<file path="config.mk">
export PLATFORM = sky130hd
export DESIGN_NAME = wishbone_rr_arbiter
export DESIGN_NICKNAME = d
export VERILOG_FILES = /design/src/rtl/wishbone_rr_arbiter.sv
export SDC_FILE = /design/constraint.sdc
export NUM_CORES = 1
export LEC_CHECK = 0
export CAP_MARGIN = 0
export CORE_AREA = 8 8 199 201
export CTS_CLUSTER_SIZE = 30
export DETAILED_ROUTE_END_ITERATION = 8
export DIE_AREA = 0 0 207 209
export DONT_BUFFER_PORTS = 1
export GPL_ROUTABILITY_DRIVEN = 1
export GPL_TIMING_DRIVEN = 0
export SYNTH_ARGS = -nofsm -noshare
export SYNTH_HDL_FRONTEND = slang
export SYNTH_SLANG_ARGS = --single-unit
</file>
<file path="constraint.sdc">
create_clock -name clk -period 2.95 [get_ports clk]
set_input_delay 0.295 -clock clk [delete_from_list [all_inputs] [get_ports clk]]
set_output_delay 0.295 -clock clk [all_outputs]
set_load 0.01 [all_outputs]
</file>
<file path="src/rtl/wishbone_rr_arbiter.sv">
// wishbone_rr_arbiter
// Round-robin arbiter that lets NM Wishbone B4 classic masters share one slave port.
// A master keeps the grant for as long as it holds CYC. Each handover passes
// through one IDLE cycle, and a new request never preempts the current owner.
// Build option: define WB_TIMEOUT_EN to add a watchdog. When a slave cycle hangs,
// the watchdog ends it with ERR and then waits in DRAIN until the owner drops CYC.
module wishbone_rr_arbiter #(
  parameter int NM             = 4,
  parameter int AW             = 32,
  parameter int DW             = 32,
  parameter int TIMEOUT_CYCLES = 255
) (
  input  logic                   clk,
  input  logic                   rst_n,
  input  logic [NM*AW-1:0]       mi_addr,
  input  logic [NM*DW-1:0]       mi_dat,
  input  logic [NM-1:0]          mi_we,
  input  logic [NM*(DW/8)-1:0]   mi_sel,
  input  logic [NM-1:0]          mi_stb,
  input  logic [NM-1:0]          mi_cyc,
  output logic [NM*DW-1:0]       mo_dat,
  output logic [NM-1:0]          mo_ack,
  output logic [NM-1:0]          mo_err,
  output logic [AW-1:0]          s_addr,
  output logic [DW-1:0]          s_dat_o,
  output logic                   s_we,
  output logic [DW/8-1:0]        s_sel,
  output logic                   s_stb,
  output logic                   s_cyc,
  input  logic [DW-1:0]          s_dat_i,
  input  logic                   s_ack,
  input  logic                   s_err,
  output logic [2:0]             grant_id,
  output logic                   busy,
  output logic                   timeout
);

`ifdef WB_TIMEOUT_EN
  typedef enum logic [1:0] {ST_IDLE = 2'd0, ST_GNT = 2'd1, ST_DRAIN = 2'd2} state_t;
`else
  typedef enum logic [0:0] {ST_IDLE = 1'b0, ST_GNT = 1'b1} state_t;
`endif

  state_t             r_state;
  state_t             w_state_nxt;
  logic [2:0]         r_grant_id;
  logic [2:0]         r_last;
  logic [2:0]         w_pick;
  logic               w_found;
  logic [3:0]         w_idx;
  logic [7:0]         w_req8;
  logic [7:0]         w_cyc8;
  logic [7:0]         w_stb8;
  logic               w_own_cyc;
  logic               w_own_stb;
  logic [AW-1:0]      w_addr;
  logic [DW-1:0]      w_dat;
  logic               w_we;
  logic [DW/8-1:0]    w_sel;
  logic               w_fire;

  // The request vectors are padded to 8 bits, so a 3-bit index can select from them safely for any NM.
  assign w_req8    = 8'(mi_cyc & mi_stb);
  assign w_cyc8    = 8'(mi_cyc);
  assign w_stb8    = 8'(mi_stb);
  assign w_own_cyc = w_cyc8[r_grant_id];
  assign w_own_stb = w_stb8[r_grant_id];
  assign grant_id  = r_grant_id;
  assign busy      = (r_state != ST_IDLE);

  // Round-robin search: the first requester found when scanning from last+1 and wrapping modulo NM.
  always_comb begin
    w_found = 1'b0;
    w_pick  = '0;
    w_idx   = '0;
    for (int k = 1; k <= NM; k++) begin
      w_idx = {1'b0, r_last} + 4'(k);
      if (w_idx >= 4'(NM)) w_idx = w_idx - 4'(NM);
      if (!w_found && w_req8[w_idx[2:0]]) begin
        w_found = 1'b1;
        w_pick  = w_idx[2:0];
      end
    end
  end

  // Select the owning master's request fields.
  always_comb begin
    w_addr = '0;
    w_dat  = '0;
    w_we   = 1'b0;
    w_sel  = '0;
    for (int i = 0; i < NM; i++) begin
      if (r_grant_id == 3'(i)) begin
        w_addr = mi_addr[i*AW +: AW];
        w_dat  = mi_dat[i*DW +: DW];
        w_we   = mi_we[i];
        w_sel  = mi_sel[i*(DW/8) +: (DW/8)];
      end
    end
  end

`ifdef WB_TIMEOUT_EN
  localparam logic [15:0] LP_TIMEOUT = 16'(TIMEOUT_CYCLES);
  logic [15:0] r_wdog;

  // The watchdog fires once an unanswered slave cycle has waited the full limit.
  assign w_fire = (r_state == ST_GNT) && (r_wdog == LP_TIMEOUT) && !s_ack && !s_err;

  // Count strobed GNT cycles that get no response. The count is held at zero in IDLE, so every new grant starts from zero.
  always_ff @(posedge clk or negedge rst_n) begin
    if (!rst_n) begin
      r_wdog <= '0;
    end else if (r_state == ST_IDLE) begin
      r_wdog <= '0;
    end else if (r_state == ST_GNT) begin
      if (s_ack || s_err) r_wdog <= '0;
      else if (s_stb)     r_wdog <= r_wdog + 16'd1;
    end
  end
`else
  assign w_fire = 1'b0;
`endif

  // State register. An asynchronous reset drops the bus immediately.
  always_ff @(posedge clk or negedge rst_n) begin
    if (!rst_n) r_state <= ST_IDLE;
    else        r_state <= w_state_nxt;
  end

  // Leaving IDLE records the winner, both as the owner and as the rotation pointer.
  always_ff @(posedge clk or negedge rst_n) begin
    if (!rst_n) begin
      r_grant_id <= '0;
      r_last     <= 3'(NM - 1);
    end else if (r_state == ST_IDLE && w_found) begin
      r_grant_id <= w_pick;
      r_last     <= w_pick;
    end
  end

  // Next-state logic and routing between the owner and the slave.
  always_comb begin
    w_state_nxt = r_state;
    s_cyc       = 1'b0;
    s_stb       = 1'b0;
    s_addr      = '0;
    s_dat_o     = '0;
    s_we        = 1'b0;
    s_sel       = '0;
    mo_ack      = '0;
    mo_err      = '0;
    mo_dat      = '0;
    timeout     = 1'b0;
    case (r_state)
      ST_IDLE: begin
        if (w_found) w_state_nxt = ST_GNT;
      end
      ST_GNT: begin
        s_cyc   = w_own_cyc;
        s_stb   = w_own_cyc & w_own_stb;
        s_addr  = w_addr;
        s_dat_o = w_dat;
        s_we    = w_we;
        s_sel   = w_sel;
        timeout = w_fire;
        for (int i = 0; i < NM; i++) begin
          if (r_grant_id == 3'(i)) begin
            mo_ack[i]            = s_ack;
            mo_err[i]            = s_err | w_fire;
            mo_dat[i*DW +: DW]   = s_dat_i;
          end
        end
`ifdef WB_TIMEOUT_EN
        if (w_fire)          w_state_nxt = ST_DRAIN;
        else if (!w_own_cyc) w_state_nxt = ST_IDLE;
      end
      ST_DRAIN: begin
        if (!w_own_cyc) w_state_nxt = ST_IDLE;
      end
`else
        if (!w_own_cyc) w_state_nxt = ST_IDLE;
      end
`endif
      default: w_state_nxt = ST_IDLE;
    endcase
  end

endmodule

</file>
; ---- Yosys cells after proc, flatten, opt, wreduce, memory -nomap -nowiden
; Cells that the tools add are included.
[word_totals]
regBits = 7
inputBits = 320
output_inout_bits = 212
elab_cells = 98
[classes]
addsub = 8
order_cmp = 9
eq_ne = 3
muxes = 64
bitwise = 3
reduce_logical = 8
[op_table]
columns = op, count
row1 = 32-bit 2-to-1 mux, 14
row2 = 128-bit 2-to-1 mux, 1
row3 = 4-bit 2-to-1 mux, 7
row4 = 1-bit 2-to-1 mux, 27
row5 = 3-bit 2-to-1 mux, 8
row6 = 3-bit by 4-bit < comparator with 1-bit output (second input constant), 5
row7 = 1-bit binary-select mux with 3-bit select, 6
row8 = 4-bit by 3-bit greater-or-equal comparator with 1-bit output (second input constant), 4
row9 = 3-bit subtractor (second input constant), 4
row10 = 3-bit by 2-bit adder with 4-bit output (second input constant), 2
row11 = 3-bit by 2-bit == test with 1-bit output (second input constant), 2
row12 = 3-bit by 1-bit adder with 4-bit output (second input constant), 1
row13 = 3-bit by 3-bit adder with 4-bit output (second input constant), 1
row14 = 4-bit AND, 1
row15 = 1-bit logical AND, 4
row16 = 3-bit by 1-bit == test with 1-bit output (second input constant), 1
row17 = 1-bit zero test, 3
row18 = 3-bit zero test, 1
row19 = 1-bit case mux with 2 select lines, 1
row20 = 1-bit AND, 1
row21 = 1-bit NOT, 1

; ---- Logic depth before layout (Yosys ltp)
; Gate-level depths: netlist (run 1).
[depth]
word_depth = 17
depth_mapped = 8
ltp_nobuf = 8

; ---- Least setup slack after synthesis (run 1)
; No wires, ideal clock.
[synth_path]
kind = register -> register
from = register r_last[0]
to = register r_grant_id[0] (netlist: grant_id[0])
arrival_time_ps = 2229
t_required_ps = 2831
path_slack_ps = 602
path_stages_with_launch = 8
cell_sequence = dfstp_2 -> inv_2 -> ha_1 -> mux4_1 -> or2_2 -> a41oi_1 -> o211ai_1 -> o21a_1
[synth_via]
elab_chain_len = 16
[synth_rtl]
columns = item, line
row1 = start: declaration, 47  ; logic [2:0] r_last;
row2 = start signal: assignment, 134  ; r_last <= 3'(NM - 1);
row3 = start signal: assignment, 137  ; r_last <= w_pick;
row4 = 3-bit by 1-bit adder with 4-bit output, 77  ; w_idx = {1'b0, r_last} + 4'(k);
row5 = 4-bit by 3-bit greater-or-equal comparator with 1-bit output / 3-bit subtractor (equally long branches), 78  ; if (w_idx >= 4'(NM)) w_idx = w_idx - 4'(NM);
row6 = 3-bit 2-to-1 mux, 78
row7 = 1-bit binary-select mux with 3-bit select, 79  ; if (!w_found && w_req8[w_idx[2:0]]) begin
row8 = 1-bit 2-to-1 mux (not written as such), 79
row9 = 1-bit 2-to-1 mux, 79
row10 = 1-bit zero test, 79
row11 = 1-bit logical AND, 79
row12 = 1-bit 2-to-1 mux, 79
row13 = 1-bit zero test, 79
row14 = 1-bit logical AND, 79
row15 = 1-bit 2-to-1 mux, 79
row16 = 1-bit zero test, 79
row17 = 1-bit logical AND, 79
row18 = 1-bit 2-to-1 mux, 79
row19 = 1-bit logical AND, 135  ; end else if (r_state == ST_IDLE && w_found) begin
row20 = end signal: assignment, 136  ; r_grant_id <= w_pick;
row21 = end: declaration, 46  ; logic [2:0] r_grant_id;
; Parallel ways exist; a longest one is shown, timed or not. The select of a mux whose other input is x is not followed.
; A chain may end at the register's enable or synchronous reset.

; ---- Final worst setup path (run 1)
[layout_path]
from = register r_grant_id[1] (netlist: grant_id[1])
to = output mo_dat[10]
[layout_via]
elab_chain_len = 3
[layout_rtl]
columns = item, line
row1 = 3-bit zero test, 167  ; if (r_grant_id == 3'(i)) begin
row2 = 32-bit 2-to-1 mux, 167
row3 = 128-bit 2-to-1 mux, 154  ; case (r_state)
row4 = end: declaration, 21  ; output logic [NM*DW-1:0] mo_dat,
; Every way passes these cells.

==> impl_results.md, run 1 <==
- Fillers: 4,202
- Post-synthesis async set-or-reset flop share: 100%
- Final setup fails: 0
- Starting DRC count in detailed routing: 470
- Headroom to the max-slew limit: 43.8%
- Routed WL: 28.8 mm
- Top cells by area, synth: mux4_2 (46%), nor2_1 (16%), nor2b_1 (13%), nand2_1 (5.1%), clkbuf_1 (3.3%)
- Setup WS pre-CTS: -1.19 ns
- Starting density of the core: 9.43%
- Port bufs: 0
- Avg WL per Cell: 31.7 um
- Core Area: 36,300 um2
- Yosys top cell area share: 46.1%
- Drt via density: 4.34
- Area after DPL: 4000 um2
- Cell Rows: 70
- Crit path launch type: flop
- Tightest Pin Transition: 0.843 ns
- Mapped Nets: 753
- Seq cells post-synth: 6
- CTS H-tree lvls: 1
- Final worst slack: 0.159 ns
- Static Leakage: 1.27 nW
- Initial antenna violation count: 12
- Mean Syn Cell Area: 7.93 um2
- Vias post-DR: 3,950
- DR DRC count: 0
- CTS Buf Count: 3
- Arrival @ worst endpoint: 2.50 ns
- GP Congestion: 0.951
- Post-DP HPWL: 26.3 mm
- Final Hold Viols: 0
- Final hold slack: 0.374 ns
- Worst min path class: primary input to asynchronous set/reset pin
- Critical path peak fanout: 10
- Vias in the first global route: 4,267
- First-pass GRT wire length: 38.0 mm
- CP Capture Type: output pin
- Pwr/cell area: 1150 nW/um2
- CTS tree: done
- Final net count: 762
- Seq/Total Area, Yosys: 4.47%
- Largest net degree at the start of global routing: 11
- Fin crit period: 2.79 ns
- Die width: 207 um
- Worst Skew: 0.00208 ns
- Total power: 4.79 mW
- Area of the mapped netlist: 3420 um2
- Setup repair after global routing missed its margin: false
- Total track usage: 12.2%
- Number of flops mapped to enable cells by yosys: 0
- Clock buffer depth: 2
- Peak supply drop: 0.401 mV
- Cells after Synth: 431
- F_max: 0.358 GHz
- Multi-input gate area: 3080 um2
- Worst-Skew Late Latency: 0.22 ns
- Final instance area: 4150 um2
- Post-synth top flop: dfrtp_1
- Die Y: 209 um
- Sink Count: 6
- Drt pass-1 iters: 5
- Fin crit share: 94.6%
- Total grt overflow: 0
- I/O pins: 532
- Critical Path RT: 2.65 ns
- Status: completed
- Setup CP Type: flop to output pin
- YS warnings: 0
- Clock root cell: clkbuf_16
- Area growth, synth to finish: 21.3%
- Register Area: 153 um2
- Max-cap violations: 0
- Synth unique cells: 37
- Die Area: 43,300 um2
- Share of layout cells above drive strength 1: 23.1%
- Slew Viols, Final: 0
- Worst-path clk slew: 0.03 ns
- DRT antenna net count: 0
- Dominant cell type by area after synthesis: mux4_2
==> where the power goes <==
group          switching [mW]  internal, mW
Combinational            2.87          1.51
Clock                  0.0403         0.173
Sequential             0.0566         0.133
==> synthesized netlist by cell type (2+ instances only) <==
master and n:
a21boi_0 2, a21oi_1 4, a31oi_1 3, buf_1 5, buf_2 6, buf_4 2
clkbuf_1 30, dfrtp_1 4, dfstp_2 2, ha_1 2, inv_1 4, mux2_2 2
mux4_2 70, nand2_1 46, nand2b_1 2, nand3_1 6, nand3b_1 3, nor2_1 143
nor2b_1 70, nor3_1 2, o21a_1 2, o21ai_0 5, o22ai_1 2
==> cell usage in the layout (no fill, tap or decap), drive strengths merged <==
| cell type | synthesis | routed |
|---|---|---|
| nor3 | 2 | 2 |
| o21ai | 6 | 6 |
| and3b | 1 | 1 |
| mux2 | 2 | 2 |
| and3 | 1 | 1 |
| or2 | 2 | 2 |
| diode | 0 | 5 |
| a21boi | 2 | 2 |
| o22ai | 2 | 2 |
| dfrtp | 4 | 4 |
| nor2 | 143 | 143 |
| conb | 1 | 1 |
| nand2b | 2 | 2 |
| mux4 | 71 | 71 |
| nand3b | 3 | 3 |
| nand4 | 1 | 1 |
| a41oi | 1 | 1 |
| dlygate4sd3 | 0 | 1 |
| o32ai | 1 | 1 |
| a21oi | 4 | 4 |
| nor3b | 1 | 1 |
| ha | 2 | 2 |
| dfstp | 2 | 2 |
| nand2 | 46 | 46 |
| a211o | 1 | 1 |
| o211ai | 1 | 1 |
| nor2b | 70 | 70 |
| buf | 13 | 14 |
| clkbuf | 30 | 35 |
| nand3 | 6 | 6 |
| o21a | 2 | 2 |
| a31oi | 3 | 3 |
| inv | 5 | 5 |
==> layout make-up <==
cell class | instances | share of cell area (%)
clock buffers | 3 | 1.81
repair buffers | 4 | 0.785
plain buffers | 43 | 4.62
flip-flops and latches | 6 | 3.68
inverters | 5 | 0.453
diodes | 5 | 0.302
multi-input cells | 377 | 74.2
well taps | 468 | 14.1
==> critical path: stages (launching register included) <==
cell and delay, ns:
dfrtp_1 0.44, clkbuf_4 0.34, clkbuf_4 0.34, inv_1 0.19, nand2_1 0.33, clkbuf_1 0.42
nor2_1 0.19
==> path summary, 6_finish.rpt <==
kind / from / end / slack [ns] / depth (start not counted)
max in group asynchronous: rst_n / r_last[1]$_DFFE_PN1P_ / 2.31 / 1
min: rst_n / grant_id[0]$_DFFE_PN0P_ / 0.37 / 1
max reg2reg: r_last[0]$_DFFE_PN1P_ / grant_id[0]$_DFFE_PN0P_ / 0.23 / 7
min in group clk: mi_cyc[0] / busy$_DFF_PN0_ / 0.48 / 3
min reg2reg: r_last[1]$_DFFE_PN1P_ / r_last[1]$_DFFE_PN1P_ / 0.55 / 2
max: grant_id[1]$_DFFE_PN0P_ / mo_dat[10] / 0.16 / 6
==> through the flow <==
step / util [%] / setup TNS [ns] / instances
after floorplan: - / 0 / 431
after global placement: 11.0 / -111.97 / 899
after detailed placement: 11.0 / -116.29 / 899
after CTS: 11.4 / 0 / 906
after global routing: 11.4 / 0 / 908
final: 11.4 / 0 / 911
==> layer usage <==
layer	wire length, um	vias to the layer above	GRT usage, %	part of all wire [%]
met5	51	-	0	0.18
met4	411	8	1.73	1.4
met3	2810	30	3.59	9.7
met2	15000	466	22.7	52
met1	10600	1901	13.9	37
li1	-	1545	-	-
==> cell families after synthesis <==
kind of cell,share of synthesized area (%)
and+or+nand+nor,37.0
muxes,47.5
buffers and inverters,5.71
AOI/OAI and AO/OA,4.47
DFF,4.47
adders and majority gates,0.732
other,0.110
==> timing repair <==
item,CTS,global route
setup buffers,3,0
setup endpoints to repair,206,40
pin swaps,0,0
hold buffers,1,0
hold endpoints to repair,6,0
gates resized for setup,8,7
Power figures use the tool's default switching activity.
==> inputs of run 2 (changes only) <==
CORE_AREA = 8 8 201 203   (was 8 8 199 201)
DIE_AREA = 0 0 209 211   (was 0 0 207 209)
==> impl_results.md, run 2 (synthesis results as in run 1) <==
- Port bufs: 0
- Max-cap violations: 0
- Critical path peak fanout: 10
- Core Area: 37,100 um2
- First-pass GRT wire length: 38.8 mm
- Fin crit share: 95.0%
- Worst-path clk slew: 0.04 ns
- Total grt overflow: 0
- Most frequent cells in the layout: nor2_1 (143), mux4_2 (70), nor2b_1 (69), nand2_1 (46), clkbuf_1 (26)
- Sw frac: 62.4%
- Static Leakage: 1.27 nW
- Setup CP Type: flop to output pin
- Status: completed
- Crit path launch: grant_id[1]$_DFFE_PN0P_
- Initial antenna violation count: 16
- Die Y: 211 um
- CP Capture Type: output pin
- Final net count: 762
- Critical Path RT: 2.65 ns
- CTS tree: done
- Post-DP HPWL: 27.6 mm
- Vias post-DR: 4,089
- Final Instance Count excl. Fillers: 923
- Reg2Reg Setup Slack: 0.29 ns
- Area growth, synth to finish: 22.3%
- Final setup fails: 0
- CTS Buf Count: 3
- Drt via density: 4.43
- Clock buffer depth: 2
- Slowest CP cell: dfrtp_1
- Worst-Skew Late Latency: 0.23 ns
- Tightest Pin Transition: 0.887 ns
- Int Power: 1.84 mW
- Avg WL per Cell: 33.0 um
- Peak supply drop: 0.355 mV
- Final core occ: 11.3%
- Starting DRC count in detailed routing: 473
- Commonest non-fill, non-tap cell in the layout: nor2_1
- Starting density of the core: 9.21%
- Cell Rows: 71
- Routed WL: 30.5 mm
- Worst Skew: 0.00328 ns
- Vias in the first global route: 4,413
- Placed cell count: 905
- Final Hold Viols: 0
- Worst min path class: primary input to asynchronous set/reset pin
- F_max: 0.357 GHz
- Crit-path max cell delay: 0.44 ns
- I/O pins: 532
- DR DRC count: 0
- GP Congestion: 0.930
- Share of layout cells above drive strength 1: 22.8%
- Crit path launch type: flop
- Die Area: 44,100 um2
- CTS H-tree lvls: 1
- Part of the power in registers: 3.9%
- Drt pass-1 iters: 5
- Fin crit period: 2.80 ns
- CP cell instances: clkbuf_4, clkbuf_2, nand2_1, clkbuf_1, nor2_1
- Clock root cell: clkbuf_16
- Critical R2R Capture: r_last[0]$_DFFE_PN1P_
- Die width: 209 um
- DRT antenna net count: 0
- Headroom to the max-slew limit: 40.8%
- Total track usage: 12.4%
- Power share of the clock group: 4.7%
- Share of total power in combinational logic: 91.4%
- Setup repair after global routing missed its margin: false
- Arrival @ worst endpoint: 2.51 ns
- Sw Pwr: 3.06 mW
- Pwr/cell area: 1170 nW/um2
- Slew Viols, Final: 0
- Largest net degree at the start of global routing: 11
- Crit Reg-Reg Startpoint: r_last[0]$_DFFE_PN1P_
- Sink Count: 6
- Cell depth of the worst flop-to-flop path: 7
==> run 2: cell types whose count changed in the layout (fill, tap and decap cells not counted), sizes merged <==
cell	before	now
clkbuf	35	37
diode	5	10
clkdlybuf4s15	0	1
buf	14	12
==> run 2: per-layer routing <==
metal / global-route usage (%) / share of wire [%] / vias to the layer above
met2: 23.2 / 52 / 499
met4: 2.36 / 1.9 / 10
met3: 3.93 / 10 / 62
li1: - / - / 1549
met5: 0 / 0.24 / -
met1: 13.7 / 36 / 1969
==> run 2: worst max-delay path by stage <==
| stage | to | slack (ns) |
|---|---|---|
| detailed placement | s_dat_o[17] | -1.09 |
| global route | s_dat_o[24] | 0.0006 |
| CTS | s_dat_o[28] | 0.01 |
| global placement | s_dat_o[17] | -1.05 |
| floorplan | grant_id[0]$_DFFE_PN0P_ | 0.60 |
| finish | mo_dat[76] | 0.15 |
==> run 2: power by group through the flow <==
stage / clock, mW / sequential (mW) / combinational (mW)
global placement: 0 / 0.187 / 4.41
CTS: 0.232 / 0.190 / 4.53
global route: 0.237 / 0.197 / 4.74
finish: 0.230 / 0.190 / 4.49
detailed placement: 0 / 0.190 / 4.44
floorplan: 0 / 0.175 / 3.14
==> run 2: worst max-delay path, delay by kind of cell, from the launching register on <==
family	cells	cell delay [ns]
AND/OR/NAND/NOR	2	0.77
flip-flops	1	0.44
buffers and inverters	3	1.03
==> run 2: what timing repair did <==
action	CTS	global route
endpoints found under the setup margin	193	19
hold buffers	1	0
setup buffers	3	0
resized for setup	10	4
hold endpoints to repair	6	0
==> run 2: cell type report <==
class	instances	area [um2]
sequential	6	153
fill	4272	33000
tap	474	593
antenna	10	25.0
multi-input combinational	377	3080
buffer	43	201
clock buffer	4	78.8
timing repair buffer	4	32.5
inverter	5	18.8
==> run 2: per-stage QoR <==
stage / area [um2] / total power [mW] / hold WS (ns) / setup slack [ns] / TNS (ns)
floorplan: 3420 / 3.31 / -0.000591 / 0.602 / 0
global placement: 4010 / 4.60 / -0.000438 / -1.05 / -91.77
detailed placement: 4010 / 4.63 / -0.000452 / -1.09 / -95.90
CTS: 4150 / 4.95 / 0.381 / 0.0137 / 0
global route: 4170 / 5.17 / 0.401 / 0.000577 / 0
finish: 4180 / 4.91 / 0.379 / 0.146 / 0
==> inputs of run 3 (changes only) <==
CORE_AREA = 8 8 202 204   (was 8 8 201 203)
DIE_AREA = 0 0 210 212   (was 0 0 209 211)
==> impl_results.md, run 3 (synthesis results as in run 1) <==
- Sink Count: 6
- Slew Viols, Final: 0
- Largest net degree at the start of global routing: 11
- Tightest Pin Transition: 0.732 ns
- Worst Skew: 0.00166 ns
- Die Area: 44,500 um2
- Drt via density: 4.20
- Fin crit period: 2.72 ns
- Headroom to the max-slew limit: 51.2%
- CTS H-tree lvls: 1
- Avg WL per Cell: 30.5 um
- Critical path peak fanout: 10
- Placed cell count: 949
- CP bufs+invs: 4
- Critical Path RT: 2.65 ns
- DR DRC count: 0
- Die width: 210 um
- GP Congestion: 0.968
- Clock root cell: clkbuf_16
- Status: completed
- Slowest CP cell: dfrtp_1
- Crit-path max cell delay: 0.49 ns
- Area after DPL: 4070 um2
- CP top delay family: buffers and inverters
- Fin crit share: 92.2%
- CP Capture Type: output pin
- Setup CP Type: flop to output pin
- Final net count: 765
- Worst-path clk slew: 0.03 ns
- Worst-Skew Late Latency: 0.23 ns
- DRT antenna net count: 0
- CP cell instances: clkbuf_8, clkbuf_4, inv_1, nand2_1, clkbuf_2, nor2_1
- F_max: 0.368 GHz
- Vias post-DR: 4,059
- Final setup fails: 0
- Arrival @ worst endpoint: 2.42 ns
- Share of layout cells above drive strength 1: 25.4%
- Crit path launch type: flop
- Vias in the first global route: 4,289
- Cell Rows: 72
- Drt pass-1 iters: 7
- Final Hold Viols: 0
- Port bufs: 0
- Worst min path class: primary input to asynchronous set/reset pin
- Setup repair after global routing missed its margin: false
- CTS Buf Count: 3
- Post-DP HPWL: 26.2 mm
- Core Area: 37,900 um2
- Area growth, synth to finish: 25.5%
- Pwr/cell area: 1150 nW/um2
- Commonest non-fill, non-tap cell in the layout: nor2_1
- Starting DRC count in detailed routing: 292
- Clock buffer depth: 2
- First-pass GRT wire length: 36.3 mm
- Most frequent cells in the layout: nor2_1 (142), mux4_2 (70), nor2b_1 (69), nand2_1 (45), clkbuf_1 (20)
- Final instance area: 4290 um2
- Peak supply drop: 0.245 mV
- Max-cap violations: 0
- Final Instance Count excl. Fillers: 967
- Die Y: 212 um
- Initial antenna violation count: 16
- CTS tree: done
- Total grt overflow: 0
- Static Leakage: 1.31 nW
- Total track usage: 11.8%
- Starting density of the core: 9.01%
- Routed WL: 29.4 mm
- I/O pins: 532
## run 3: per-stage QoR
stage / worst slack (ns) / hold WS, ns / power [mW] / setup TNS, ns / util [%]
floorplan: 0.602 / -0.000591 / 3.31 / 0 / -
global placement: -1.19 / 0.000922 / 4.62 / -121.55 / 10.7
detailed placement: -1.21 / 0.000863 / 4.63 / -127.44 / 10.7
CTS: 0.0283 / 0.417 / 5.01 / 0 / 11.2
global route: 0.0295 / 0.440 / 5.24 / 0 / 11.3
finish: 0.230 / 0.410 / 4.93 / 0 / 11.3
## run 3: routing by layer
layer | up-vias | global-route usage (%) | wire length, um
met5 | - | 0 | 107
met4 | 14 | 3.26 | 710
met3 | 51 | 4.92 | 3400
met2 | 489 | 21.0 | 14900
met1 | 1961 | 12.6 | 10400
li1 | 1544 | - | -
## run 3: path summary, 6_finish.rpt
path | from | end | slack (ns) | cells past startpoint
max in group asynchronous | rst_n | r_last[0]$_DFFE_PN1P_ | 2.24 | 1
hold reg to reg | r_last[1]$_DFFE_PN1P_ | r_last[1]$_DFFE_PN1P_ | 0.55 | 2
hold / removal | rst_n | asynchronous set/reset pin | 0.41 | 1
min in group clk | mi_cyc[0] | busy$_DFF_PN0_ | 0.51 | 3
setup reg to reg | r_last[0]$_DFFE_PN1P_ | grant_id[0]$_DFFE_PN0P_ | 0.27 | 7
setup / recovery | grant_id[1]$_DFFE_PN0P_ | mo_dat[30] | 0.23 | 6
## run 3: where the power goes
| group | total (mW) | leakage, nW | switching, mW | internal, mW |
|---|---|---|---|---|
| Clock | 0.218 | 0.0370 | 0.0442 | 0.174 |
| Sequential | 0.216 | 0.0710 | 0.0826 | 0.133 |
| Combinational | 4.50 | 1.20 | 2.91 | 1.58 |
| Total | 4.93 | 1.31 | 3.04 | 1.89 |
## run 3: area by class of cell
cell class / count / area, um2
well taps: 518 / 648
diodes: 8 / 20.0
clock buffers: 3 / 75.1
fillers: 4346 / 33600
multi-input cells: 377 / 3090
flip-flops and latches: 6 / 153
inverters: 5 / 18.8
repair buffers: 7 / 55.1
plain buffers: 43 / 236
## run 3: timing repair
item                                    4_1_cts  5_1_grt
pin swaps                                     1        0
gates resized for setup                      24        5
hold endpoints to repair                      6        0
hold buffers                                  1        0
endpoints found under the setup margin      205       26
setup buffers                                 6        0
## run 3: worst reg2reg max path: stages, from the launching register on
cell      delay, ns
dfstp_2        0.61
inv_2          0.09
ha_1           0.42
mux4_1         0.35
or2_2          0.33
a41oi_1        0.45
o211ai_1       0.18
o21a_1         0.14
